### src/rtl/pixel_pkg.sv
//==============================================================================
// Module   : pixel_pkg
// Brief    : Shared defaults, write-FSM encoding and RGB888->RGB565 conversion.
// Revision : 1.0 - initial release
//==============================================================================
`default_nettype none

package pixel_pkg;

   localparam int unsigned c_def_width  = 160;
   localparam int unsigned c_def_height = 120;

   typedef enum logic [0:0] {
      ST_IDLE = 1'b0,
      ST_REQ  = 1'b1
   } wr_state_t;

   // One buffered pixel; y/x kept raw so the address multiply happens after the FIFO.
   typedef struct packed {
      logic [7:0]  y;
      logic [7:0]  x;
      logic [23:0] color;
   } pixel_t;

   localparam int unsigned c_pix_w = $bits(pixel_t);

   function automatic logic [15:0] rgb888_to_565(input logic [23:0] c);
      return {c[23:19], c[15:10], c[7:3]};
   endfunction

endpackage

`default_nettype wire

### src/rtl/pixel_writer_if.sv
//==============================================================================
// Module   : pixel_writer_if
// Brief    : Framebuffer write bus (request/ack handshake with address and data).
// Revision : 1.0 - initial release
//==============================================================================
`default_nettype none

interface pixel_writer_if #(
   parameter int unsigned ADDR_W = 15
);

   logic              mem_req;
   logic [ADDR_W-1:0] mem_addr;
   logic [15:0]       mem_wdata;
   logic              mem_ack;

   modport master (
      output mem_req,
      output mem_addr,
      output mem_wdata,
      input  mem_ack
   );

   modport slave (
      input  mem_req,
      input  mem_addr,
      input  mem_wdata,
      output mem_ack
   );

endinterface

`default_nettype wire

### src/rtl/pixel_fifo.sv
//==============================================================================
// Module   : pixel_fifo
// Brief    : Synchronous FIFO with occupancy count; DEPTH must be a power of two.
// Revision : 1.0 - initial release
//==============================================================================
`default_nettype none

module pixel_fifo #(
   parameter int unsigned DATA_W = 40,
   parameter int unsigned DEPTH  = 8
) (
   input  logic                     clk,
   input  logic                     rst_n,
   input  logic                     push,
   input  logic [DATA_W-1:0]        wdata,
   input  logic                     pop,
   output logic [DATA_W-1:0]        rdata,
   output logic                     empty,
   output logic [$clog2(DEPTH):0]   count
);

   localparam int unsigned c_ptr_w = (DEPTH > 1) ? $clog2(DEPTH) : 1;

   logic [DATA_W-1:0]      r_mem [DEPTH];
   logic [c_ptr_w-1:0]     r_wr_ptr;
   logic [c_ptr_w-1:0]     r_rd_ptr;
   logic [$clog2(DEPTH):0] r_count;

   // Storage carries no reset; only pointers and count define validity.
   always_ff @(posedge clk) begin
      if (push) begin
         r_mem[r_wr_ptr] <= wdata;
      end
   end

   always_ff @(posedge clk or negedge rst_n) begin
      if (!rst_n) begin
         r_wr_ptr <= '0;
         r_rd_ptr <= '0;
         r_count  <= '0;
      end else begin
         if (push) begin
            r_wr_ptr <= r_wr_ptr + 1'b1;
         end
         if (pop) begin
            r_rd_ptr <= r_rd_ptr + 1'b1;
         end
         case ({push, pop})
            2'b10:   r_count <= r_count + 1'b1;
            2'b01:   r_count <= r_count - 1'b1;
            default: r_count <= r_count;
         endcase
      end
   end

   assign rdata = r_mem[r_rd_ptr];
   assign empty = (r_count == '0);
   assign count = r_count;

endmodule

`default_nettype wire

### src/rtl/pixel_writer.sv
//==============================================================================
// Module   : pixel_writer
// Brief    : Clips, buffers and converts pixels, then writes them to a framebuffer.
// Revision : 1.0 - initial release
//==============================================================================
`default_nettype none

module pixel_writer
   import pixel_pkg::*;
#(
   parameter int unsigned WIDTH      = c_def_width,
   parameter int unsigned HEIGHT     = c_def_height,
   parameter int unsigned FIFO_DEPTH = 8,
   parameter int unsigned ADDR_W     = 15
) (
   input  logic          clk,
   input  logic          rst_n,
   input  logic          in_valid,
   input  logic [7:0]    in_x,
   input  logic [7:0]    in_y,
   input  logic [23:0]   in_color,
   input  logic          in_done,
   input  logic          clr_stat,
   pixel_writer_if.master mem,
   output logic          busy,
   output logic          frame_done,
   output logic          overflow,
   output logic [15:0]   clip_cnt
);

   localparam int unsigned        c_cnt_w  = $clog2(FIFO_DEPTH) + 1;
   localparam logic [c_cnt_w-1:0] c_depth  = c_cnt_w'(FIFO_DEPTH);
   localparam logic [8:0]         c_x_lim  = 9'((WIDTH  > 256) ? 256 : WIDTH);
   localparam logic [8:0]         c_y_lim  = 9'((HEIGHT > 256) ? 256 : HEIGHT);
   localparam logic [ADDR_W-1:0]  c_stride = ADDR_W'(WIDTH);

   wr_state_t          r_state;
   wr_state_t          w_state_nxt;
   pixel_t             w_push_pix;
   pixel_t             w_head;
   logic               w_inb;
   logic               w_push;
   logic               w_pop;
   logic               w_drop;
   logic               w_clip;
   logic               w_empty;
   logic [c_cnt_w-1:0] w_count;
   logic               w_frame;
   logic               r_req;
   logic               w_req_nxt;
   logic [ADDR_W-1:0]  r_addr;
   logic [ADDR_W-1:0]  w_addr_nxt;
   logic [15:0]        r_wdata;
   logic [15:0]        w_wdata_nxt;
   logic               r_done_pend;
   logic               r_frame_done;
   logic               r_overflow;
   logic [15:0]        r_clip_cnt;
   logic [15:0]        w_clip_base;

   // Admission uses the count seen at this edge, so a same-edge pop never saves a pixel.
   assign w_inb      = ({1'b0, in_x} < c_x_lim) && ({1'b0, in_y} < c_y_lim);
   assign w_push     = in_valid && w_inb && (w_count < c_depth);
   assign w_drop     = in_valid && w_inb && (w_count >= c_depth);
   assign w_clip     = in_valid && !w_inb;
   assign w_push_pix = {in_y, in_x, in_color};

   pixel_fifo #(
      .DATA_W (c_pix_w),
      .DEPTH  (FIFO_DEPTH)
   ) u_fifo (
      .clk   (clk),
      .rst_n (rst_n),
      .push  (w_push),
      .wdata (w_push_pix),
      .pop   (w_pop),
      .rdata (w_head),
      .empty (w_empty),
      .count (w_count)
   );

   always_comb begin
      w_state_nxt = r_state;
      w_pop       = 1'b0;
      w_req_nxt   = r_req;
      w_addr_nxt  = r_addr;
      w_wdata_nxt = r_wdata;
      case (r_state)
         ST_IDLE: begin
            if (!w_empty) begin
               w_pop       = 1'b1;
               w_req_nxt   = 1'b1;
               w_addr_nxt  = ADDR_W'(w_head.y) * c_stride + ADDR_W'(w_head.x);
               w_wdata_nxt = rgb888_to_565(w_head.color);
               w_state_nxt = ST_REQ;
            end
         end
         ST_REQ: begin
            if (mem.mem_ack) begin
               w_req_nxt   = 1'b0;
               w_state_nxt = ST_IDLE;
            end
         end
         default: begin
            w_req_nxt   = 1'b0;
            w_state_nxt = ST_IDLE;
         end
      endcase
   end

   always_ff @(posedge clk or negedge rst_n) begin
      if (!rst_n) begin
         r_state <= ST_IDLE;
         r_req   <= 1'b0;
         r_addr  <= '0;
         r_wdata <= '0;
      end else begin
         r_state <= w_state_nxt;
         r_req   <= w_req_nxt;
         r_addr  <= w_addr_nxt;
         r_wdata <= w_wdata_nxt;
      end
   end

   assign w_frame = r_done_pend && w_empty && (r_state == ST_IDLE);

   // A new in_done arriving on the completion edge re-arms the flag for the next primitive.
   always_ff @(posedge clk or negedge rst_n) begin
      if (!rst_n) begin
         r_done_pend  <= 1'b0;
         r_frame_done <= 1'b0;
      end else begin
         r_frame_done <= w_frame;
         if (in_done) begin
            r_done_pend <= 1'b1;
         end else if (w_frame) begin
            r_done_pend <= 1'b0;
         end
      end
   end

   assign w_clip_base = clr_stat ? 16'd0 : r_clip_cnt;

   always_ff @(posedge clk or negedge rst_n) begin
      if (!rst_n) begin
         r_overflow <= 1'b0;
         r_clip_cnt <= '0;
      end else begin
         if (w_drop) begin
            r_overflow <= 1'b1;
         end else if (clr_stat) begin
            r_overflow <= 1'b0;
         end
         if (w_clip) begin
            r_clip_cnt <= (w_clip_base == 16'hFFFF) ? w_clip_base : w_clip_base + 16'd1;
         end else if (clr_stat) begin
            r_clip_cnt <= '0;
         end
      end
   end

   assign mem.mem_req   = r_req;
   assign mem.mem_addr  = r_addr;
   assign mem.mem_wdata = r_wdata;

   assign busy       = !w_empty || (r_state == ST_REQ) || r_done_pend;
   assign frame_done = r_frame_done;
   assign overflow   = r_overflow;
   assign clip_cnt   = r_clip_cnt;

endmodule

`default_nettype wire
### src/flat_wrapper.sv
// flat-port wrapper written by rule: the top's interface ports become plain ports
module pixel_writer_flat import pixel_pkg::*;
#(
   parameter int unsigned WIDTH      = c_def_width,
   parameter int unsigned HEIGHT     = c_def_height,
   parameter int unsigned FIFO_DEPTH = 8,
   parameter int unsigned ADDR_W     = 15
)
  (clk, rst_n, in_valid, in_x, in_y, in_color, in_done, clr_stat, busy, frame_done, overflow, clip_cnt, mem_mem_req, mem_mem_addr, mem_mem_wdata, mem_mem_ack);
  pixel_writer_if #(.ADDR_W(ADDR_W)) mem_i ();
  input  logic clk;
  input  logic rst_n;
  input  logic in_valid;
  input  logic [7:0] in_x;
  input  logic [7:0] in_y;
  input  logic [23:0] in_color;
  input  logic in_done;
  input  logic clr_stat;
  output logic busy;
  output logic frame_done;
  output logic overflow;
  output logic [15:0] clip_cnt;
  output wire logic [$bits(mem_i.mem_req)-1:0] mem_mem_req;
  output wire logic [$bits(mem_i.mem_addr)-1:0] mem_mem_addr;
  output wire logic [$bits(mem_i.mem_wdata)-1:0] mem_mem_wdata;
  input wire logic [$bits(mem_i.mem_ack)-1:0] mem_mem_ack;
  assign mem_mem_req = mem_i.mem_req;
  assign mem_mem_addr = mem_i.mem_addr;
  assign mem_mem_wdata = mem_i.mem_wdata;
  assign mem_i.mem_ack = mem_mem_ack;
  pixel_writer #(.WIDTH(WIDTH), .HEIGHT(HEIGHT), .FIFO_DEPTH(FIFO_DEPTH), .ADDR_W(ADDR_W)) u_core (.clk(clk), .rst_n(rst_n), .in_valid(in_valid), .in_x(in_x), .in_y(in_y), .in_color(in_color), .in_done(in_done), .clr_stat(clr_stat), .mem(mem_i), .busy(busy), .frame_done(frame_done), .overflow(overflow), .clip_cnt(clip_cnt));
endmodule
### config.mk
export PLATFORM = sky130hd
export DESIGN_NAME = pixel_writer_flat
export DESIGN_NICKNAME = d
export VERILOG_FILES = /design/src/rtl/pixel_pkg.sv /design/src/rtl/pixel_writer_if.sv /design/src/rtl/pixel_fifo.sv /design/src/rtl/pixel_writer.sv /design/src/flat_wrapper.sv
export SDC_FILE = /design/constraint.sdc
export NUM_CORES = 1
export LEC_CHECK = 0
export CAP_MARGIN = 20
export CORE_MARGIN = 1.5
export CORE_UTILIZATION = 41
export DETAILED_ROUTE_END_ITERATION = 10
export GPL_TIMING_DRIVEN = 0
export PLACE_DENSITY = 0.66
export SLEW_MARGIN = 20
export SYNTH_ARGS = -nofsm -noshare
export SYNTH_HDL_FRONTEND = slang
export SYNTH_SLANG_ARGS = --single-unit
### constraint.sdc
create_clock -name clk -period 8 [get_ports clk]
set_clock_uncertainty 0.05 [all_clocks]
set_input_delay 2.4 -clock clk [delete_from_list [all_inputs] [get_ports clk]]
set_output_delay 2.4 -clock clk [all_outputs]
set_load 0.05 [all_outputs]
==> results.md, run 1 <==
- Crit path max fanout: 9
- WS Path Type: input port to flop
- # hold bufs at CTS: 0
- Slowest cell on crit path: o21ai_0
- Clk pwr share: 0.258
- Flop pwr share: 0.343
- Top cells by area, synth: edfxtp_1 (60%), dfrtp_1 (12%), mux4_2 (11%), ha_1 (2.0%), mux2i_1 (1.9%)
- Setup Fix Bufs, Post-CTS: 0
- Cell taking the most area after synthesis: edfxtp_1
- Number of synthesized flops with an enable pin: 256
- Htree depth: 2
- DP Wirelength: about 18,000 microns
- DRT Wirelength: 27,700 microns
- Max incr delay on CP: 0.63 ns
- Net Sw Frac: 0.352
- Clk root buf: clkbuf_16
- Fin. Hold Viols: 0
- Pre-antenna DRT Iters: 5
- Pwr/cell area: 376 nW/um^2
- RSZ-0062 raised after global routing: false
- Num Clock Sinks: 318
- Width of the chip: 181 microns
- Internal power: 3.84 mW
- Post-route DRC: 0
- Most used DFF post-synth: edfxtp_1
- # resized after CTS: 0
- Worst Path Arrival: ~5.8 ns
- Post-Place Worst Slack: 1.85 ns
- Worst EP required: 8.17 ns
- Slew @ Worst Pin: ~0.96 ns
- Post-Syn Area: 12,900 sq um
- CP dominant cell by count: buf_6
- YS warnings: 0
- Area share of the largest cell type after synthesis: 0.595
- Sw Pwr: between 2 and 2.5 mW
- # IOs: 97
- Clock Latency Late Sink: 0.52 ns
- Layout Utilization: 0.511
- Fin. max-slew vios: 0
- Via Count: ~6,900
- Core area: 30,800 sq um
- Routed length per instance: 21.8 microns
- Worst-path clk slew: 0.06 ns
- RD Place Congestion: about 0.77
- Crit start category: input port
- Final setup viols: 0
- Layout filler cell count: ~2,500
- Starting Density: 0.419
- Async SR Flop Fraction: 0.195
- Initial antenna violation count: 0
- PnR worst setup slack: 2.41 ns
- Rows: 64
- Final Cycle Share: 0.699
- Max VDD drop: about 0.00024 V
- Status: finished, final reports clean
- Synth Instances: between 700 and 800
- Register bit total from synthesis: between 300 and 400
- Sequence of cells on the critical path: clkdlybuf4s50_1, o21ai_0, nand3_1, nor2_1, inv_1, or2_2, nor3_2, buf_6, buf_6, buf_4
- Count of cell types in the netlist: 66
- Syn_nets: 780
- Worst hold path class: flop to flop
- CP bufs+invs: 5
- CP Capture Type: flop
- Share of cells above drive strength 1: 0.198
- Sequential share of the synthesized area: 0.715
- Leakage: 5.45 nW
- Setup TNS: 0 ns
- PortBufs: 88
- Hold path depth: 2
- DR vias/cell: 5.39
- Vias in the first global route: 7,095
- GRT Total Usage: 0.176
- Combinational power share: 0.399
- Final total power: ~5.9 mW
- CTS tree: done
- Rel. slew slack: 0.357
- Antenna-violating nets left: 0
- Die Area: 32,600 sq um
- CTS Buf Count: 35
- Overflow left after global routing: 0
- Die Y: 181 microns
- Crit. path cell count: 10
- Fin crit period: ~5.6 ns
- Maxcap violations: 0
- Top delay family on crit path: simple AND/OR/NAND/NOR gates
- Most frequent cells in the layout: edfxtp_1 (256), clkdlybuf4s50_1 (87), mux4_2 (64)
- Fmax: ~180 MHz
- Largest net degree at the start of global routing: 46
- FF-to-FF path depth: 13
- Mean Syn Cell Area: between 15 and 20 sq um
- Clk buf depth: 3
- DRT iter0 DRCs: approximately 560
- First-pass GRT wire length: between 40,000 and 50,000 microns
- Nets: 923
- Diode count: 0
- Commonest non-fill, non-tap cell in the layout: edfxtp_1
- Area grow syn2layout: 21.8%
worst paths after layout:
kind / startpoint / end / slack [ns]
min in group asynchronous: rst_n / u_core.clip_cnt[3] / 1.71
setup / recovery: in_x[6] / u_core.u_fifo.r_mem[0][7] / 2.41
setup reg to reg: u_core.u_fifo.r_rd_ptr[1] / u_core.mem.mem_addr[14] / 3.12
hold / removal: u_core.mem.mem_addr[5] / u_core.mem.mem_addr[5] / 0.43
hold reg to reg: u_core.mem.mem_addr[5] / u_core.mem.mem_addr[5] / 0.43
max in group asynchronous: rst_n / u_core.mem.mem_wdata[1] / 5.61
registers in the layout (all words and copies together) (netlist names), 3 cells and up:
name,cells
u_core.u_fifo.count,4
u_core.u_fifo.r_rd_ptr,3
u_core.u_fifo.r_wr_ptr,3
u_core.mem.mem_wdata,16
u_core.mem.mem_addr,15
u_core.clip_cnt,16
u_core.u_fifo.r_mem,256
power groups by stage:
stage                     clock, mW  sequential, mW  combinational, mW
after floorplan                   0            2.32               1.45
after global placement            0            2.07               2.31
after detailed placement          0            2.07               2.37
after CTS                      1.55            2.03               2.38
after global routing           1.62            2.05               2.59
final                          1.52            2.03               2.36
tightest hold or removal path, cell delays in order, from the launching register on:
cell     delay [ns]
dfrtp_1        0.35
nand2_1        0.05
nand2_1        0.05
through the flow:
step / cell area (sq um) / cells / hold WS (ns)
floorplan: 12900 / 710 / 0.413
global placement: 14300 / 1194 / 0.418
detailed placement: 14700 / 1212 / 0.413
CTS: 15700 / 1275 / 0.437
global route: 15700 / 1275 / 0.466
finish: 15700 / 1275 / 0.435
Yosys cell counts, types with 2 or more instances:
| cell type | n |
|---|---|
| buf_1 | 2 |
| nor3_1 | 3 |
| or2_2 | 2 |
| mux4_2 | 64 |
| edfxtp_1 | 256 |
| xnor2_1 | 15 |
| mux2i_1 | 25 |
| o2111ai_1 | 3 |
| nand2_1 | 56 |
| or3_1 | 4 |
| nor2_1 | 24 |
| nand2b_1 | 5 |
| nor4_1 | 3 |
| clkbuf_1 | 12 |
| a211oi_1 | 3 |
| nor2b_1 | 5 |
| xor2_1 | 5 |
| ha_1 | 21 |
| mux2_1 | 3 |
| o31ai_1 | 4 |
| o21bai_1 | 2 |
| a21oi_1 | 9 |
| fa_1 | 3 |
| inv_1 | 15 |
| o21ai_0 | 28 |
| or4_1 | 4 |
| a21o_1 | 2 |
| buf_2 | 10 |
| nand3_1 | 7 |
| a31oi_1 | 2 |
| o21ai_1 | 10 |
| dfrtp_1 | 62 |
| mux2_2 | 8 |
final cells by class:
class / count / area [sq um] / area share
buffer: 27 / 148 / 0.00938
clock buffer: 49 / 948 / 0.0602
clock inverter: 14 / 126 / 0.00803
inverter: 16 / 60.1 / 0.00382
multi-input combinational: 349 / 3530 / 0.224
sequential: 318 / 9240 / 0.587
tap: 396 / 495 / 0.0315
timing repair buffer: 106 / 1200 / 0.0760
kinds of logic (layout without fill, tap and decap cells):
| group | count (synthesis) | count (layout) | synth area share |
|---|---|---|---|
| AOI/OAI and AO/OA | 78 | 78 | 0.0397 |
| buffers and inverters | 43 | 212 | 0.0161 |
| DFF | 318 | 318 | 0.715 |
| adders and majority gates | 24 | 24 | 0.0250 |
| xor gates and xnor gates | 20 | 20 | 0.0136 |
| and+or+nand+nor | 126 | 126 | 0.0483 |
| muxes | 101 | 101 | 0.142 |
per-layer routing:
metal	part of all wire	vias to the layer above	global-route usage
met1	0.46	3557	0.251
met2	0.47	185	0.282
met5	0	-	0
li1	-	3089	-
met3	0.049	44	0.0299
met4	0.021	0	0.0474
(Power assumes the default switching activity.)
==> inputs of run 2 (changes only) <==
clock period = 5.7 ns   (was 8 ns; I/O delays follow)
==> results of run 2 <==
Same layout as run 1 (identical final DEF). Status: finished, final reports clean.
Main changes from that run: setup slack after placement 1.85 ns -> 0.243 ns; setup slack after layout 2.41 ns -> 0.798 ns; register-to-register setup slack 3.12 ns -> 0.82 ns; total power 5.92 mW -> 8.31 mW; worst IR drop on VDD 0.000243 V -> 0.000341 V
